$ cat config.mk
export PLATFORM = sky130hd
export DESIGN_NAME = instr_mem_loader
export DESIGN_NICKNAME = d
export VERILOG_FILES = /design/src/rtl/instr_loader_pkg.sv /design/src/rtl/le_word_packer.sv /design/src/rtl/instr_mem_loader.sv
export SDC_FILE = /design/constraint.sdc
export NUM_CORES = 1
export LEC_CHECK = 0
export CELL_PAD_IN_SITES_DETAIL_PLACEMENT = 1
export CELL_PAD_IN_SITES_GLOBAL_PLACEMENT = 2
export CORE_ASPECT_RATIO = 1.1
export CORE_MARGIN = 5
export CORE_UTILIZATION = 30
export DETAILED_ROUTE_END_ITERATION = 10
export PLACE_DENSITY_LB_ADDON = 0.1
export SYNTH_ARGS = -nofsm -noshare
export SYNTH_HDL_FRONTEND = slang
export SYNTH_HIERARCHICAL = 1
export SYNTH_SLANG_ARGS = --single-unit
$ cat constraint.sdc
create_clock -name clk -period 6.03 [get_ports clk]
set_input_delay 0.603 -clock clk [delete_from_list [all_inputs] [get_ports clk]]
set_output_delay 0.603 -clock clk [all_outputs]
set_load 0.02 [all_outputs]
$ cat src/rtl/instr_loader_pkg.sv
// Shared types for the boot-time instruction memory loader.
package instr_loader_pkg;

    localparam int LOAD_WORD_W = 32;

    typedef enum logic [2:0] {
        IDLE,
        HDR,
        DATA,
        WRITE,
        CSUM,
        DONE,
        ERR
    } load_state_t;

endpackage

$ cat src/rtl/le_word_packer.sv
// Packs a byte stream into little-endian 32-bit words; the completed word is
// presented combinationally alongside the fourth byte so the FSM can act on it at once.
import instr_loader_pkg::*;

module le_word_packer (
    input  logic                   clk,
    input  logic                   rst,
    input  logic                   clear,
    input  logic                   byte_valid,
    input  logic [7:0]             byte_data,
    output logic [LOAD_WORD_W-1:0] word,
    output logic                   word_valid
);

    logic [1:0]             byte_cnt;
    logic [LOAD_WORD_W-1:0] shift_reg;

    // Newest byte enters at the top, so after four bytes byte0 sits in [7:0].
    assign word       = {byte_data, shift_reg[LOAD_WORD_W-1:8]};
    assign word_valid = byte_valid && (byte_cnt == 2'd3);

    always_ff @(posedge clk or posedge rst) begin
        if (rst) begin
            byte_cnt  <= '0;
            shift_reg <= '0;
        end else if (clear) begin
            byte_cnt  <= '0;
            shift_reg <= '0;
        end else if (byte_valid) begin
            byte_cnt  <= byte_cnt + 2'd1;
            shift_reg <= word;
        end
    end

endmodule

$ cat src/rtl/instr_mem_loader.sv
// Receives a framed program over a byte stream, writes it into instruction memory
// and releases the core from reset only once the checksum matches.
import instr_loader_pkg::*;

module instr_mem_loader #(
    parameter int ADDR_W    = 10,
    parameter int BASE_WORD = 0,
    parameter int TIMEOUT   = 0
) (
    input  logic              clk,
    input  logic              rst,
    input  logic              start,
    input  logic [7:0]        s_data,
    input  logic              s_valid,
    output logic              s_ready,
    output logic              mem_req,
    output logic              mem_we,
    output logic [ADDR_W-1:0] mem_addr,
    output logic [31:0]       mem_wdata,
    output logic [3:0]        mem_be,
    input  logic              mem_gnt,
    output logic              core_rst_n,
    output logic              busy,
    output logic              done,
    output logic              error,
    output logic [ADDR_W:0]   words_loaded
);

    localparam int                    CMP_W        = LOAD_WORD_W + 1;
    localparam logic [CMP_W-1:0]      MAX_WORDS    = (CMP_W'(1) << ADDR_W) - CMP_W'(BASE_WORD);
    localparam logic [ADDR_W-1:0]     BASE_ADDR    = ADDR_W'(BASE_WORD);
    localparam logic [ADDR_W:0]       CNT_ONE      = 1;
    localparam logic [31:0]           TIMEOUT_LAST = 32'(TIMEOUT - 1);

    load_state_t            state;
    logic [ADDR_W:0]        word_count;
    logic [31:0]            sum;
    logic [31:0]            idle_cnt;
    logic                   byte_fire;
    logic                   load_start;
    logic                   collecting;
    logic                   timed_out;
    logic [LOAD_WORD_W-1:0] pk_word;
    logic                   pk_valid;

    assign byte_fire  = s_valid && s_ready;
    assign load_start = start && ((state == IDLE) || (state == DONE) || (state == ERR));
    assign collecting = (state == HDR) || (state == DATA) || (state == CSUM);
    assign timed_out  = (TIMEOUT != 0) && collecting && !byte_fire && (idle_cnt == TIMEOUT_LAST);
    assign mem_we     = mem_req;
    assign mem_be     = 4'hF;

    le_word_packer u_packer (
        .clk        (clk),
        .rst        (rst),
        .clear      (load_start),
        .byte_valid (byte_fire),
        .byte_data  (s_data),
        .word       (pk_word),
        .word_valid (pk_valid)
    );

    // The same packer feeds header, data and checksum; the state decides what a word means.
    always_ff @(posedge clk or posedge rst) begin
        if (rst) begin
            state        <= IDLE;
            s_ready      <= 1'b0;
            mem_req      <= 1'b0;
            mem_addr     <= BASE_ADDR;
            mem_wdata    <= '0;
            core_rst_n   <= 1'b0;
            busy         <= 1'b0;
            done         <= 1'b0;
            error        <= 1'b0;
            words_loaded <= '0;
            word_count   <= '0;
            sum          <= '0;
            idle_cnt     <= '0;
        end else begin
            if (collecting && !byte_fire) begin
                idle_cnt <= idle_cnt + 32'd1;
            end else begin
                idle_cnt <= '0;
            end

            case (state)
                IDLE, DONE, ERR: begin
                    if (state == DONE) begin
                        core_rst_n <= 1'b1;
                    end
                    if (load_start) begin
                        state        <= HDR;
                        s_ready      <= 1'b1;
                        busy         <= 1'b1;
                        done         <= 1'b0;
                        error        <= 1'b0;
                        core_rst_n   <= 1'b0;
                        words_loaded <= '0;
                        sum          <= '0;
                        mem_addr     <= BASE_ADDR;
                    end
                end
                HDR: begin
                    if (timed_out) begin
                        state   <= ERR;
                        s_ready <= 1'b0;
                        busy    <= 1'b0;
                        error   <= 1'b1;
                    end else if (pk_valid) begin
                        word_count <= pk_word[ADDR_W:0];
                        if (pk_word == '0) begin
                            state <= CSUM;
                        end else if ({1'b0, pk_word} > MAX_WORDS) begin
                            state   <= ERR;
                            s_ready <= 1'b0;
                            busy    <= 1'b0;
                            error   <= 1'b1;
                        end else begin
                            state <= DATA;
                        end
                    end
                end
                DATA: begin
                    if (timed_out) begin
                        state   <= ERR;
                        s_ready <= 1'b0;
                        busy    <= 1'b0;
                        error   <= 1'b1;
                    end else if (pk_valid) begin
                        state     <= WRITE;
                        s_ready   <= 1'b0;
                        mem_req   <= 1'b1;
                        mem_wdata <= pk_word;
                    end
                end
                // Address and data stay frozen here until the memory grants.
                WRITE: begin
                    if (mem_gnt) begin
                        mem_req      <= 1'b0;
                        s_ready      <= 1'b1;
                        mem_addr     <= mem_addr + ADDR_W'(1);
                        words_loaded <= words_loaded + CNT_ONE;
                        sum          <= sum + mem_wdata;
                        state        <= ((words_loaded + CNT_ONE) == word_count) ? CSUM : DATA;
                    end
                end
                CSUM: begin
                    if (timed_out) begin
                        state   <= ERR;
                        s_ready <= 1'b0;
                        busy    <= 1'b0;
                        error   <= 1'b1;
                    end else if (pk_valid) begin
                        s_ready <= 1'b0;
                        busy    <= 1'b0;
                        if (pk_word == sum) begin
                            state <= DONE;
                            done  <= 1'b1;
                        end else begin
                            state <= ERR;
                            error <= 1'b1;
                        end
                    end
                end
                default: state <= IDLE;
            endcase
        end
    end

endmodule
## After elaboration in Yosys (flattened, before gate mapping)

Cells that the tools add are included.

- Register bits: 139
- Latch bits: 0
- RAM bits: 0
- Bits in read-only memories: 0
- Output and inout port bits: 64
- Memories: 0

- Add/subtract/negate cells: 4
- Multipliers: 0
- Div/mod/pow operators: 0
- $lt $le $gt $ge: 1
- Equality and inequality tests: 19
- Shifts and indexed selects: 0
- Mux-type cells: 46
- Bitwise logic cells: 0
- Reduce and logical (&&, ||, !) cells: 26

Operator list:

| cell | number |
|---|---|
| 32-bit two-way mux | 4 |
| 32-bit case mux with 2 select lines | 1 |
| 32-bit adder | 1 |
| 32-bit equality test | 1 |
| 32-bit by 11-bit greater-than comparator with 1-bit output (second input constant) | 1 |
| 32-bit zero test | 1 |
| 3-bit two-way mux | 8 |
| 11-bit two-way mux | 2 |
| 11-bit case mux with 2 select lines | 1 |
| 10-bit two-way mux | 2 |
| 10-bit case mux with 2 select lines | 1 |
| 1-bit two-way mux | 18 |
| 3-bit case mux with 5 select lines | 1 |
| 2-bit != test (second input constant) | 7 |
| 7-bit AND reduction | 2 |
| 11-bit by 1-bit adder with 11-bit output (second input constant) | 1 |
| 11-bit equality test | 1 |
| 10-bit by 1-bit adder with 10-bit output (second input constant) | 1 |
| 2-bit nonzero test | 5 |
| 3-bit equality test (second input constant) | 3 |
| 3-bit by 2-bit equality test with 1-bit output (second input constant) | 2 |
| 2-bit two-way mux | 3 |
| 2-bit by 1-bit != test with 1-bit output (second input constant) | 3 |
| 1-bit case mux with 3 select lines | 2 |
| other kinds (17) | 24 |

## Depth between registers and ports, before layout

Gate-level depths: netlist of the first run.

- Word-level depth: 6
- Depth in mapped cells: 12

## Modules after synthesis

The synthesis of the first run kept the hierarchy.

By module, submodules not included:

| module | times used | cells an instance | area each (µm²) | sequential area each (µm²) |
|---|---|---|---|---|
| instr_mem_loader | 1 | 693 | 6,610.1 | 2,627.5 |
| le_word_packer | 1 | 95 | 1,158.6 | 650.6 |

## Worst setup path after synthesis of the first run

No wires, ideal clock.

- Path type: register -> register
- Start: register mem_wdata[0]
- End: register sum[30]
- Data arrival time: 2,568 ps
- Required time: 5,906 ps
- Slack: 3,338 ps
- Cell stages (with the launch flop): 12
- Buffers on the path: 0
- Period minus slack after synthesis: 2,692 ps
- Path through: dfrtp_1 > ha_1 > inv_1 > fa_1 > nor2b_1 > o2111ai_1 > a311o_2 > a21oi_1 > nor2_1 > a21oi_2 > a221oi_1 > a211o_1

- Cells in the longest elaborated chain, start to end: 3

RTL lines:

| what | line | RTL |
|---|---|---|
| start, declared | instr_mem_loader.sv:19 | `output logic [31:0] mem_wdata,` |
| start signal, assigned | instr_mem_loader.sv:133 | `mem_wdata <= pk_word;` |
| 32-bit adder | instr_mem_loader.sv:143 | `sum <= sum + mem_wdata;` |
| 32-bit two-way mux | instr_mem_loader.sv:138 | `if (mem_gnt) begin` |
| 32-bit case mux with 2 select lines | instr_mem_loader.sv:86 | `case (state)` |
| end signal, assigned | instr_mem_loader.sv:143 |  |
| end, declared | instr_mem_loader.sv:37 | `logic [31:0] sum;` |

Every way passes these cells. The select of a mux whose other input is x is not followed.
A chain may end at the register's enable or synchronous reset.

## Worst setup path in the final report of the first run

- Start: register sum[0]
- End: register sum[30]

- Cells in the longest elaborated chain, start to end: 3

RTL lines:

| what | line |
|---|---|
| 32-bit adder | instr_mem_loader.sv:143 |
| 32-bit two-way mux | instr_mem_loader.sv:138 |
| 32-bit case mux with 2 select lines | instr_mem_loader.sv:86 |

Every way passes these cells. The select of a mux whose other input is x is not followed.

==> impl_metrics.toml, run 1 <==
[setup_path]
r2r_cells = 11
crit_type = "flip-flop to flip-flop"
worstPathMaxFanout = 5
crit_path_end_kind = "flip-flop"
required_ns = 6.34
start_kind = "flip-flop"
cp-startpoint = "sum[0]$_DFFE_PP0P_"
regToRegStartpoint = "sum[0]$_DFFE_PP0P_"
r2r_slack_ns = 2.88
arrival_ns = 3.45
crit_path_end = "sum[30]$_DFFE_PP0P_"
critical_path.reg2reg.endpoint = "sum[30]$_DFFE_PP0P_"

[final_layout]
layout_commonest_cell = "dfrtp_1"
fillCellCount = 2880
finalNonFillerCells = 1205
nets = 894
num_antenna_cells = 0
final_cell_mix = "dfrtp_1, clkdlybuf4s50_1, o21ai_0"
areaGrowthSynthToFinish_pct = 20.82
drive_gt1_share_pct = 11.64

[power]
p_leak_uw = 0.004359
ir_worst_vdd_uv = 167.7
powerDensity_nw_per_um2 = 518.1

[timing]
tightest_slew_ns = 1.115
clock_skew_ns = 0.01145
hold_viol = 0
hold_ws_ns = 0.4954
min_period_ns = 3.146
rsz0062_at_grt = "no"
setup_viol = 0
drv_slew = 0
setup-tns-final_ns = 0
max_freq_mhz = 317.9
maxSlewHeadroom_pct = 25.57
final.period_utilization_pct = 52.17

[clocking]
post_cts_buffers = 0
insertion_delay_ns = 0.42
clock_sinks = 131
cts_buffers = 17
ctsHoldBuffers = 0
clkTransAtPathRegs_ns = 0.06
cts_root_buf = "clkbuf_16"
clock_path_buffers = 2
htree_levels = 4
cts_tree = "built"
ctsResizeCount = 0

[job]
cap_violations = 0

[global_route]
grt_max_degree = 55
grt_pass1_vias = 6476
grt_first_pass_wirelength_um = 37780
grt-ovfl-total = 0
antenna_found_initial = 0
grt_usage_pct = 16.60

[synth]
synth-seq-cells = 131
ys_seq_area_share_pct = 42.20
synth_edf_count = 0
syn_inst = 788
yosysWarnings = 6
synth_cell_types = 68
synthFlopType = "dfrtp_1"
syn_area_per_cell_um2 = 9.859
async_flop_share_pct = 100.0
synth_area_um2 = 7769

[route]
viasPerCell = 5.068
finalWirelength_um = 23620
post_drt_wl_per_cell_um = 19.60
drc_errors = 0
dr_total_vias = 6107
drtAntennaViolNets = 0
drtPass1Iterations = 4
drt_iter0_drc = 218

[place]
hpwl_um = 17190
gp_congestion = 0.8149
portBuffers = 72
place_inst = 1173

[floorplan]
fp.dieArea_um2 = 29220
die_h_um = 178.8
rows = 61
die_w_um = 163.4
coreArea_um2 = 25420
start_util_pct = 30.57
pin_count = 77

[outcome]
status = "finished, final reports clean"

[hold_path]
hp-class = "flip-flop to flip-flop"
-- logic make-up (layout without fill, tap and decap cells) --
logic type	count (synthesis)	count (layout)	share of synthesized area (%)
buf+inv	60	128	4.236
mux	72	72	9.969
compound gates	165	165	13.34
fa+ha+maj	36	36	5.862
flops	131	131	42.20
xor+xnor	84	84	9.470
simple gates	239	239	14.88
other cells	1	4	0.04827
-- metrics by stage --
stage          setup WS, ns  power, uW  util [%]  instance area (um^2)
3_5_place_dp          2.694       3747     34.37                  8736
4_1_cts               2.870       4939     36.93                  9387
2_1_floorplan         2.666       2949         -                  7780
6_report              2.884       4863     36.93                  9387
5_1_grt               2.638       5202     36.93                  9387
3_3_place_gp          2.658       3691     34.37                  8736
-- area by class of cell --
class | count | area, um^2 | share of cell area [%]
clock buffers | 19 | 442.9 | 4.719
clock inverters | 13 | 207.7 | 2.213
repair buffers | 81 | 788.3 | 8.398
multi-input cells | 600 | 4178 | 44.51
inverters | 15 | 58.81 | 0.6265
flip-flops and latches | 131 | 3278 | 34.92
well taps | 346 | 432.9 | 4.612
-- worst max-delay path, cell delays in order, from the launching register on --
cell	delay [ns]
dfrtp_1	0.39
ha_1	0.20
inv_1	0.06
fa_1	0.40
nor2b_1	0.17
o2111ai_1	0.18
a311o_2	0.46
a21oi_1	0.32
nor2_1	0.11
a21oi_2	0.32
a221oi_1	0.17
a211o_1	0.28
-- synthesized netlist by cell type (all sizes together), types with 5 or more instances --
| cell type | instances | area share (%) |
|---|---|---|
| nor2 | 61 | 3.0 |
| nand3 | 38 | 2.4 |
| clkbuf | 17 | 0.82 |
| nand2b | 8 | 0.64 |
| o21ai | 66 | 4.3 |
| and3 | 9 | 0.72 |
| a21o | 14 | 1.4 |
| mux2i | 29 | 3.7 |
| nand4 | 9 | 0.72 |
| nor3 | 10 | 0.64 |
| a21oi | 45 | 2.9 |
| and2 | 5 | 0.40 |
| nor4 | 16 | 1.3 |
| inv | 14 | 0.68 |
| o31ai | 5 | 0.66 |
| buf | 28 | 2.7 |
| xnor2 | 26 | 2.9 |
| mux2 | 43 | 6.2 |
| dfrtp | 131 | 42 |
| ha | 34 | 5.5 |
| a31oi | 6 | 0.48 |
| nand2 | 62 | 3.0 |
| xor2 | 58 | 6.5 |
-- metal layers --
metal	global-route usage [%]	share of wire, %	vias to the layer above
li1	-	-	2906
met1	22.00	47	3119
met2	28.69	50	71
met3	2.667	2.3	11
met4	3.565	0.84	0
met5	0	0	-
-- power breakdown --
part	total (uW)	internal, uW	switching [uW]
sequential	1690	1200	491
combinational	2010	890	1120
clock	1160	746	419
-- worst min-delay path by stage --
| stage | startpoint | endpoint | slack [ns] | depth (start not counted) |
|---|---|---|---|---|
| 6_report | error$_DFFE_PP0P_ | error$_DFFE_PP0P_ | 0.50 | 1 |
| 3_5_place_dp | error$_DFFE_PP0P_ | error$_DFFE_PP0P_ | 0.48 | 1 |
| 4_1_cts | error$_DFFE_PP0P_ | error$_DFFE_PP0P_ | 0.50 | 1 |
| 2_1_floorplan | u_packer/byte_cnt[1]$_DFFE_PP0P_ | u_packer/byte_cnt[1]$_DFFE_PP0P_ | 0.49 | 2 |
| 5_1_grt | error$_DFFE_PP0P_ | error$_DFFE_PP0P_ | 0.52 | 1 |
| 3_3_place_gp | core_rst_n$_DFFE_PP0P_ | core_rst_n$_DFFE_PP0P_ | 0.48 | 2 |
(Power assumes the default switching activity.)
==> run 2, diff against run 1 <==
Clock period 6.03 ns to 2.8 ns, I/O delays scaled along.
==> run 2 against run 1 <==
  * The flow now finishes with violations (setup timing)
  * Non-clock buffer count up 78
  * Sequential power grew 100%
  * Via count grew 6.0%
  * Count of clock-buffer cells in the layout grew 1
  * Critical endpoint unchanged
  * Highest routed layer unchanged
==> impl_metrics.toml, run 2 (synthesis gave the netlist of run 1 again) <==
[clocking]
insertion_delay_ns = 0.43
clock_sinks = 131
cts_buffers = 17
clock_path_buffers = 2
cts_tree = "built"
htree_levels = 4
clkTransAtPathRegs_ns = 0.06
cts_root_buf = "clkbuf_16"

[route]
drtPass1Iterations = 4
drt_iter0_drc = 289
post_drt_wl_per_cell_um = 19.77
viasPerCell = 5.047
drc_errors = 0
dr_total_vias = 6475
finalWirelength_um = 25370
drtAntennaViolNets = 0

[place]
gp_congestion = 0.8153
hpwl_um = 18410
portBuffers = 72
place_inst = 1232

[global_route]
grt_first_pass_wirelength_um = 39810
antenna_found_initial = 0
grt_pass1_vias = 7063
grt_usage_pct = 17.54
grt_max_degree = 57
grt-ovfl-total = 0

[setup_path]
arrival_ns = 3.22
regToRegStartpoint = "sum[0]$_DFFE_PP0P_"
crit_type = "flip-flop to flip-flop"
required_ns = 3.16
worstPathMaxFanout = 5
r2r_slack_ns = -0.05
start_kind = "flip-flop"
cp-startpoint = "sum[0]$_DFFE_PP0P_"
r2r_cells = 14
crit_path_end_kind = "flip-flop"
critical_path.reg2reg.endpoint = "sum[30]$_DFFE_PP0P_"

[timing]
hold_viol = 0
drv_slew = 0
rsz0062_at_grt = "yes"
maxSlewHeadroom_pct = 48.68
min_period_ns = 2.852
tightest_slew_ns = 0.7697
clock_skew_ns = 0.009775
worst_slack_ns = -0.05156
max_freq_mhz = 350.7
setup_viol = 3
final.period_utilization_pct = 101.8
hold_ws_ns = 0.3691

[power]
ir_worst_vdd_uv = 396.8
p_leak_uw = 0.004741
powerDensity_nw_per_um2 = 1105

[final_layout]
num_antenna_cells = 0
drive_gt1_share_pct = 22.52
layout_commonest_cell = "dfrtp_1"
nets = 972
finalNonFillerCells = 1283
areaGrowthSynthToFinish_pct = 32.21
final_cell_mix = "dfrtp_1, buf_4, clkdlybuf4s50_1"

[outcome]
violations = "setup timing"
status = "complete, but fails checks"

[floorplan]
start_util_pct = 30.57
rows = 61
die_h_um = 178.8
pin_count = 77
coreArea_um2 = 25420
fp.dieArea_um2 = 29220
die_w_um = 163.4

[job]
cap_violations = 0

[hold_path]
hp-class = "primary input to asynchronous set/reset pin"
==> run 2: cell count changes in the layout (fill, tap and decap cells not counted), moves of 7 or more <==
cell     previous run  this run
buf_4               9        82
ha_1               34        23
ha_4                0        10
o21ai_0            64        57
==> run 2: how the worst max path moves through the flow <==
stage               slack, ns                   to
CTS                     0.003  sum[31]$_DFFE_PP0P_
global placement         -0.1  sum[30]$_DFFE_PP0P_
floorplan                0.11  sum[30]$_DFFE_PP0P_
finish                  -0.05  sum[30]$_DFFE_PP0P_
detailed placement      -0.15  sum[30]$_DFFE_PP0P_
global route            -0.21  sum[30]$_DFFE_PP0P_
==> run 2: per-layer routing <==
layer | global-route usage [%] | vias up | part of all wire (%)
met3 | 2.966 | 20 | 2.5
met2 | 31.56 | 80 | 52
li1 | - | 3062 | -
met5 | 0 | - | 0
met4 | 4.579 | 0 | 1.5
met1 | 21.78 | 3313 | 44
==> run 2: timing repair <==
item / CTS / global route
buffers inserted: 7 / 12
setup endpoints to repair: 5 / 9
resized for setup: 17 / 36
hold buffers: 0 / 0
gates cloned: 0 / 0
pin swaps: 10 / 21
==> run 2: worst max-delay path: stages, from the launching register on <==
cell and delay [ns]:
dfrtp_1 0.37, ha_2 0.19, inv_2 0.04, fa_2 0.37, nor2b_2 0.15, o2111ai_2 0.16
a311o_2 0.45, a21oi_2 0.15, buf_6 0.13, nor2_4 0.03, a21oi_2 0.14, buf_6 0.14
a221oi_4 0.07, nor4_2 0.27, a211o_1 0.13
==> run 2: power by group <==
part	leakage (uW)	total, uW	switching (uW)	internal, uW
registers	0.00176	3420	837	2580
logic	0.00267	5390	2950	2440
clock network	0.000312	2550	915	1630
==> run 2: area by class of cell <==
class                      count  area (um^2)
fill                        2848        15140
multi-input combinational    600         4437
sequential                   131         3279
timing repair buffer         159         1401
clock buffer                  20        456.7
tap                          346        432.9
clock inverter                12        203.9
inverter                      15        60.06
==> run 2: per-stage QoR <==
stage / setup TNS [ns] / cell area (um^2) / power, uW / util (%) / worst slack, ns
6_report: -0.1157 / 10270 / 11350 / 40.41 / -0.05156
5_1_grt: -0.8718 / 10270 / 12080 / 40.41 / -0.2121
4_1_cts: 0 / 10030 / 11310 / 39.48 / 0.002892
3_5_place_dp: -0.5854 / 9193 / 8526 / 36.17 / -0.1536
3_3_place_gp: -0.2821 / 9193 / 8405 / 36.17 / -0.09643
2_1_floorplan: 0 / 7784 / 6351 / - / 0.1081
==> run 3, diff against run 2 <==
Settings changed: DONT_BUFFER_PORTS set to 1, SLEW_MARGIN set to 20.
==> run 3 against run 2 <==
  * The run now ends clean
  * Total power fell by 4.4%
  * Sequential cell count unchanged
  * Die area unchanged
  * Sequential share of layout area up 2.4 points
  * Via count down 4.4%
  * Highest routed layer unchanged
==> impl_metrics.toml, run 3 (synthesis gave the netlist of run 1 again) <==
[route]
drtPass1Iterations = 4
drt_iter0_drc = 290
post_drt_wl_per_cell_um = 20.39
drtAntennaViolNets = 0
viasPerCell = 5.066
dr_total_vias = 6191
finalWirelength_um = 24920
drc_errors = 0

[floorplan]
die_w_um = 163.4
die_h_um = 178.8
fp.dieArea_um2 = 29220
coreArea_um2 = 25420
pin_count = 77
start_util_pct = 30.57
rows = 61

[setup_path]
r2r_cells = 9
worstPathMaxFanout = 5
required_ns = 3.09
arrival_ns = 3.05
path_depth = 9
cp.buffers_inverters = 0
crit_type = "flip-flop to flip-flop"
path_cells = "ha_1 > nand4_1 > a211oi_4 > o211ai_4 > o31ai_4 > o41ai_4 > o21bai_1 > mux2i_1 > o311ai_2"
crit_family = "compound AO/OA/AOI/OAI gates"
crit_path_end_kind = "flip-flop"
slowest_stage = "ha_1"
slowest_delay_ns = 0.44
start_kind = "flip-flop"

[final_layout]
nets = 911
num_antenna_cells = 0
finalNonFillerCells = 1222
areaGrowthSynthToFinish_pct = 23.06
layout_commonest_cell = "dfrtp_1"
final_cell_mix = "dfrtp_1, buf_4, nand2_1"
drive_gt1_share_pct = 22.95

[place]
place_inst = 1175
place_ws_ns = -0.2095
hpwl_um = 18000
portBuffers = 0
gp_congestion = 0.8269

[clocking]
cts_root_buf = "clkbuf_16"
cts_buffers = 17
cts_tree = "built"
clock_path_buffers = 2
insertion_delay_ns = 0.42
htree_levels = 4
clkTransAtPathRegs_ns = 0.06
clock_sinks = 131

[power]
powerDensity_nw_per_um2 = 1135
p_leak_uw = 0.004524
ir_worst_vdd_uv = 441.6

[timing]
maxSlewHeadroom_pct = 60.30
setup_viol = 0
hold_viol = 0
worst_slack_ns = 0.03169
max_freq_mhz = 361.2
setup-tns-final_ns = 0
tightest_slew_ns = 0.5955
hold_ws_ns = 0.03337
rsz0062_at_grt = "yes"
clock_skew_ns = 0.01268
min_period_ns = 2.768
drv_slew = 0
final.period_utilization_pct = 98.87

[global_route]
grt-ovfl-total = 0
grt_pass1_vias = 6822
antenna_found_initial = 0
grt_first_pass_wirelength_um = 39900
grt_max_degree = 106
grt_usage_pct = 17.62

[hold_path]
hold_depth = 2
hp-class = "primary input to flip-flop"

[job]
cap_violations = 0

[outcome]
status = "finished, final reports clean"
## run 3: repair_timing
action,4_1_cts,5_1_grt
setup endpoints to repair,7,12
gates resized for setup,9,23
pin swaps,10,10
setup buffers,5,0
endpoints found under the hold margin,113,26
hold buffers,9,1
## run 3: path summary, 6_finish.rpt
| check | from | slack, ns | endpoint |
|---|---|---|---|
| setup / recovery | sum[3]$_DFFE_PP0P_ | 0.03 | sum[31]$_DFFE_PP0P_ |
| hold / removal | s_data[3] | 0.03 | u_packer/shift_reg[27]$_DFFE_PP0P_ |
| setup reg to reg | sum[3]$_DFFE_PP0P_ | 0.03 | sum[31]$_DFFE_PP0P_ |
| hold reg to reg | word_count[4]$_DFFE_PP0P_ | 0.54 | word_count[4]$_DFFE_PP0P_ |
| max in group asynchronous | rst | 1.83 | sum[3]$_DFFE_PP0P_ |
| min in group asynchronous | rst | 0.42 | u_packer/shift_reg[29]$_DFFE_PP0P_ |
## run 3: where the power goes
part           switching [uW]  total (uW)  internal (uW)  leakage, uW
Sequential                954        3530           2580      0.00176
Clock                     933        2460           1530     0.000300
Combinational            2740        4860           2110      0.00246
Total                    4630       10800           6220      0.00452
## run 3: final cells by class
type | count | area (um^2)
Fill cell | 2884 | 15860
Multi-Input combinational cell | 600 | 4358
Sequential cell | 131 | 3278
Timing Repair Buffer | 98 | 789.5
Clock buffer | 18 | 439.2
Tap cell | 346 | 432.9
Clock inverter | 14 | 202.7
Inverter | 15 | 60.06
## run 3: metrics by stage
step | area [um^2] | util, % | power, uW
5_1_grt | 9560 | 37.62 | 11640
3_5_place_dp | 8597 | 33.83 | 8274
3_3_place_gp | 8597 | 33.83 | 8130
4_1_cts | 9410 | 37.03 | 10870
2_1_floorplan | 7784 | - | 6351
6_report | 9560 | 37.62 | 10850
## run 3: layer usage
layer | vias up | GRT usage [%] | routed length (um) | part of all wire (%)
met5 | - | 0 | 0 | 0
li1 | 2928 | - | - | -
met4 | 0 | 4.089 | 250 | 1.0
met3 | 16 | 2.874 | 721 | 2.9
met2 | 75 | 31.80 | 13090 | 53
met1 | 3172 | 22.07 | 10860 | 44
